### config.mk
export PLATFORM = sky130hd
export DESIGN_NAME = bird_control
export DESIGN_NICKNAME = d
export VERILOG_FILES = /design/src/rtl/bird_control.sv
export SDC_FILE = /design/constraint.sdc
export NUM_CORES = 1
export LEC_CHECK = 0
export CAP_MARGIN = 10
export CORE_MARGIN = 2
export CORE_UTILIZATION = 50
export CTS_CLUSTER_DIAMETER = 60
export DETAILED_ROUTE_END_ITERATION = 6
export GPL_TIMING_DRIVEN = 0
export PLACE_DENSITY_LB_ADDON = 0.12
export SETUP_SLACK_MARGIN = 0.5
export SYNTH_ARGS = -nofsm -noshare
export SYNTH_HDL_FRONTEND = slang
export SYNTH_SLANG_ARGS = --single-unit
export TNS_END_PERCENT = 100
### constraint.sdc
create_clock -name clk -period 4.3 [get_ports clk]
set_input_delay 1.29 -clock clk [delete_from_list [all_inputs] [get_ports clk]]
set_output_delay 1.29 -clock clk [all_outputs]
set_load 0.05 [all_outputs]
### src/rtl/bird_control.sv
// Vertical-motion controller for the player bird: flap edges lift the one-hot
// row, a tick counter drops it by one row every FALL_TICKS cycles, a crash freezes it.
module bird_control #(
    parameter int FALL_TICKS = 8,
    parameter int RISE       = 2
) (
    input  logic       clk,
    input  logic       reset,
    input  logic       active,
    input  logic       flap,
    input  logic       crashed,
    output logic [7:0] bird,
    output logic       flying
);

    localparam int CW = $clog2(FALL_TICKS);

    localparam logic [1:0] IDLE = 2'd0;
    localparam logic [1:0] FLY  = 2'd1;
    localparam logic [1:0] DEAD = 2'd2;

    localparam logic [CW-1:0] LAST = CW'(FALL_TICKS - 1);

    logic [1:0]    state;
    logic [CW-1:0] cnt;
    logic          flap_q;
    logic          flap_edge;
    logic [7:0]    up;
    logic [7:0]    down;

    assign flap_edge = flap & ~flap_q;
    assign flying    = (state == FLY);

    // A one-hot row shifted past bit 7 becomes zero, which is clamped to the top row.
    always_comb begin
        up = bird << RISE;
        if (up == '0) begin
            up = 8'h80;
        end
        down = bird[0] ? bird : (bird >> 1);
    end

    always_ff @(posedge clk) begin
        if (reset || !active) begin
            state  <= IDLE;
            bird   <= 8'b0001_0000;
            cnt    <= '0;
            flap_q <= 1'b1;
        end else begin
            flap_q <= flap;
            case (state)
                IDLE: begin
                    if (flap_edge) begin
                        state <= FLY;
                        bird  <= up;
                        cnt   <= '0;
                    end
                end
                FLY: begin
                    if (crashed) begin
                        state <= DEAD;
                    end else if (flap_edge) begin
                        bird <= up;
                        cnt  <= '0;
                    end else if (cnt == LAST) begin
                        cnt  <= '0;
                        bird <= down;
                    end else begin
                        cnt <= cnt + 1'b1;
                    end
                end
                DEAD: begin
                end
                default: begin
                    state <= IDLE;
                end
            endcase
        end
    end

endmodule
# After elaboration in Yosys (flattened, before gate mapping)
# Cells that the tools add are included.
# Widths: inputs -> output; s select.
[word_totals]
latch_bits = 0
ff_bits = 14
in_bits = 5
rom_bits = 0
ramBits = 0
memories = 0
output_inout_bits = 9
[classes]
bitwise_logic = 3
add_sub_neg = 1
n_shift = 0
reduce_logical = 9
magnitude_cmp = 0
div = 0
multipliers = 0
mux = 15
n_eq_ne = 8
[op_table]
columns = ["op", "count"]
rows = [
  ["$mux 8", 6],
  ["$pmux 8 s2", 1],
  ["$mux 3", 4],
  ["$logic_not 8->1", 1],
  ["$ne 2x2->1 const B", 3],
  ["$pmux 2 s3", 1],
  ["$pmux 3 s2", 1],
  ["$reduce_and 3->1", 2],
  ["$reduce_and 5->1", 1],
  ["$mux 2", 2],
  ["$reduce_and 4->1", 1],
  ["$add 3x1->3 const B", 1],
  ["$eq 3x3->1 const B", 1],
  ["$ne 3x1->1 const B", 1],
  ["$ne 3x2->1 const B", 1],
  ["$eq 2x1->1 const B", 1],
  ["$eq 2x2->1 const B", 1],
  ["$logic_not 2->1", 1],
  ["$not 1->1", 2],
  ["$reduce_bool 2->1", 1],
  ["$and 1x1->1", 1],
  ["$logic_not 1->1", 1],
  ["$logic_or 1x1->1", 1],
]

# Depth between registers and ports, before layout
[depth]
depth_word = 5
ltp_mapped = 6
ltp_nobuf = 6

# Worst setup path after synthesis
# No wires, ideal clock.
[synth_path]
path_type = "flip-flop to output port"
from = "register state[0]"
to = "output port flying"
arrival_time_ns = 0.972
path_stages_with_launch = 2
path_buffers = 0
setup_slack_ns = 2.038
path_cell_list = "dfxtp_1 > nor2b_2"
[synth_via]
elab_chain_len = 1
[synth_rtl]
columns = ["element", "line_no", "text"]
rows = [
  ["start, declared", "24", "logic [1:0] state;"],
  ["start signal, assigned", "45", "state <= IDLE;"],
  ["start signal, assigned", "54", "state <= FLY;"],
  ["start signal, assigned", "61", "state <= DEAD;"],
  ["$eq 2x1->1", "32", "assign flying = (state == FLY);"],
  ["end, declared", "13", "output logic flying"],
]
# No other way between the ends.

# Worst setup path after layout
# Same ends and word-level chain as after synthesis.

==> results.json <==
{
  "status": "finished, final reports clean",
  "ant_nets": 0,
  "maxCapViolCount": 0,
  "maxSlewViolCount": 0,
  "antenna_found_initial": 0,
  "hold_ws_ps": 475.8,
  "crit_type": "reg2out",
  "cts_tree": "built",
  "avgSynthCellArea_um2": 8.841,
  "hold_end": "cnt[2]",
  "tns_ps": 0,
  "async_reset_ff_share_pct": 0,
  "vias": 608,
  "postCtsSetupBuffers": 0,
  "wl_mm": 1.417,
  "crit_chain": "nor2b_2, clkdlybuf4s50_1",
  "start_util_pct": 52.29,
  "hold_viol": 0,
  "grt.total_usage_pct": 19.32,
  "drt-pass1-iter-count": 4,
  "vdd_drop_max_v": 0.0001900,
  "cts-htree-levels": 1,
  "powerDensity_nw_per_um2": 286.6,
  "die_area_um2": 1653,
  "critPathLaunchType": "flop",
  "route.detailed.drc": 0,
  "cts_hold_buf": 0,
  "reg2reg_depth": 6,
  "ys_seq_area_share_pct": 41.71,
  "nNetsFinal": 101,
  "min_path_cells": 2,
  "die_x_um": 40.66,
  "gr-total-overflow": 0,
  "dp_hpwl_um": 999.4,
  "seq_area_um2": 280.3,
  "ys_warn_count": 0,
  "clock_latency_ps": 290,
  "fin_crit_ps": 3180,
  "end_kind": "output port",
  "r2r_end": "bird[5]",
  "grt_max_degree": 11,
  "cp_max_fo": 8,
  "root_buffer": "clkbuf_4",
  "cp_num_buf_inv": 1,
  "multi_input_area_um2": 374.1,
  "clockBufferDepth": 2,
  "synth_top_area_cell": "dfxtp_1",
  "arrival_ps": 1890,
  "synthesis.nets": 83,
  "worst_pin_slew_ps": 606.6,
  "path_delay_family": "buffers and inverters",
  "numPortBuffers": 13,
  "cp.required_ps": 3010,
  "finalSetupViolations": 0,
  "synth_top_area_share_pct": 41.71,
  "hold_class": "reg2reg",
  "finClkSkew_ps": 7.989,
  "drt_iter0_drc": 18,
  "post_cts_resized": 0,
  "core-area_um2": 1285,
  "fillCellCount": 113,
  "grt_pass1_vias": 495,
  "crit_slowest_cell": "clkdlybuf4s50_1",
  "syn_to_final_growth_pct": 27.56,
  "io_pins": 14,
  "synth.cell_area_um2": 671.9,
  "synth_seq_cells": 14,
  "synth-main-ff-cell": "dfxtp_1",
  "synth_area_leaders": "dfxtp_1 (42%), a21oi_1 (6.7%), nand2b_1 (4.7%)",
  "synthDistinctLibCells": 28,
  "grt_first_pass_wirelength_mm": 2.063,
  "clock.fmax_ghz": 0.3145,
  "grt_setup_unrepaired": "no",
  "reg2reg_slack_ps": 2600,
  "hold_start": "cnt[2]",
  "gp_congestion": 0.7579,
  "numCtsBuffers": 3,
  "reg2reg_from": "cnt[0]",
  "cpPeakStageDelay_ps": 850,
  "via_per_inst": 5.630,
  "min_period_over_period_pct": 73.96,
  "syn-instance-count": 76,
  "power_leakage_nw": 0.3075,
  "synth_edf_count": 0,
  "wl_per_cell_um": 13.12,
  "drive_gt1_share_pct": 12.90,
  "rows": 13,
  "antenna_cells": 0,
  "die_h_um": 40.66,
  "clk_pin_slew_ps": 90,
  "max-slew-margin-rel_pct": 59.56,
  "clock_sinks": 14
}
## power by group
part / leakage [nW] / internal (mW) / switching (mW)
Clock: 0.0210 / 0.0516 / 0.0440
Sequential: 0.113 / 0.131 / 0.00111
Combinational: 0.173 / 0.00853 / 0.00968
## how the worst max path moves through the flow
| stage | from | end | slack [ps] | cells past startpoint |
|---|---|---|---|---|
| final | state[0] | flying | 1120 | 2 |
| after global routing | state[0] | flying | 1070 | 2 |
| after CTS | state[0] | flying | 1120 | 2 |
| after detailed placement | flap | bird[5] | 1360 | 6 |
| after floorplan | state[0] | flying | 2040 | 1 |
| after global placement | flap | bird[3] | 1360 | 6 |
## cell families (layout without fill, tap and decap cells)
logic type / count (synthesis) / count (layout) / share of synthesized area, %
compound gates: 26 / 26 / 25.14
xor+xnor: 1 / 1 / 1.304
fa+ha+maj: 2 / 2 / 3.724
buf+inv: 4 / 21 / 2.606
flops: 14 / 14 / 41.71
mux: 1 / 1 / 1.676
simple gates: 28 / 28 / 23.84
## sequential cells by signal, summed over array words and instances (netlist names)
register and count:
bird 8, cnt 3, flap_q 1, state 2
## layout by cell type (no fill, tap or decap), drive strengths merged
cell and instances:
mux2 1, and2 1, a22oi 4, or4 1
nand3 3, dfxtp 14, a21o 2, nor2b 1
nor3 2, o311ai 1, a211oi 3, a31oi 1
nand4 2, ha 2, clkbuf 5, nor2 5
inv 1, and3 2, o21ai 5, buf 2
nand2b 5, nand2 4, clkdlybuf4s50 13, or3b 1
a21oi 10, xnor2 1, or2 1
## per-layer routing
metal / part of all wire [%] / global-route usage, % / routed length (um)
met5: 0 / 0 / 0
met3: 5.0 / 3.261 / 71
met4: 2.1 / 10.00 / 30
met2: 45 / 30.95 / 635
met1: 48 / 24.67 / 680
## cell usage after synthesis, types with 2 or more instances
cell,count
nand4_1,2
a22oi_1,4
a21oi_1,9
nand3_1,3
o21ai_0,5
nor2_1,5
and3_1,2
a21o_1,2
buf_2,2
nand2_1,4
a211oi_1,3
nand2b_1,5
dfxtp_1,14
ha_1,2
## cell type report
type	instances	share of cell area, %
multi-input cells	58	43.65
well taps	15	2.190
clock buffers	4	4.234
inverters	1	0.4380
flip-flops and latches	14	32.70
plain buffers	3	1.606
repair buffers	13	15.18
## worst reg2reg max path, cell delays in order (launching register included)
cell and delay, ps:
dfxtp_1 360, ha_1 160, ha_1 140, nand2_1 70
a21oi_1 520, a21oi_1 140, a211oi_1 240
## per-stage QoR
step	total power, mW	setup WS [ps]	utilization (%)	instance area (um^2)	instances
after floorplan	0.1458	2038	-	671.9	76
final	0.2456	1120	66.70	857.1	108
after CTS	0.2472	1120	66.70	857.1	108
after global routing	0.2528	1069	66.70	857.1	108
after detailed placement	0.1530	1358	63.88	820.8	104
after global placement	0.1529	1363	63.88	820.8	104
Note: power is estimated with default switching activity, not from simulation.
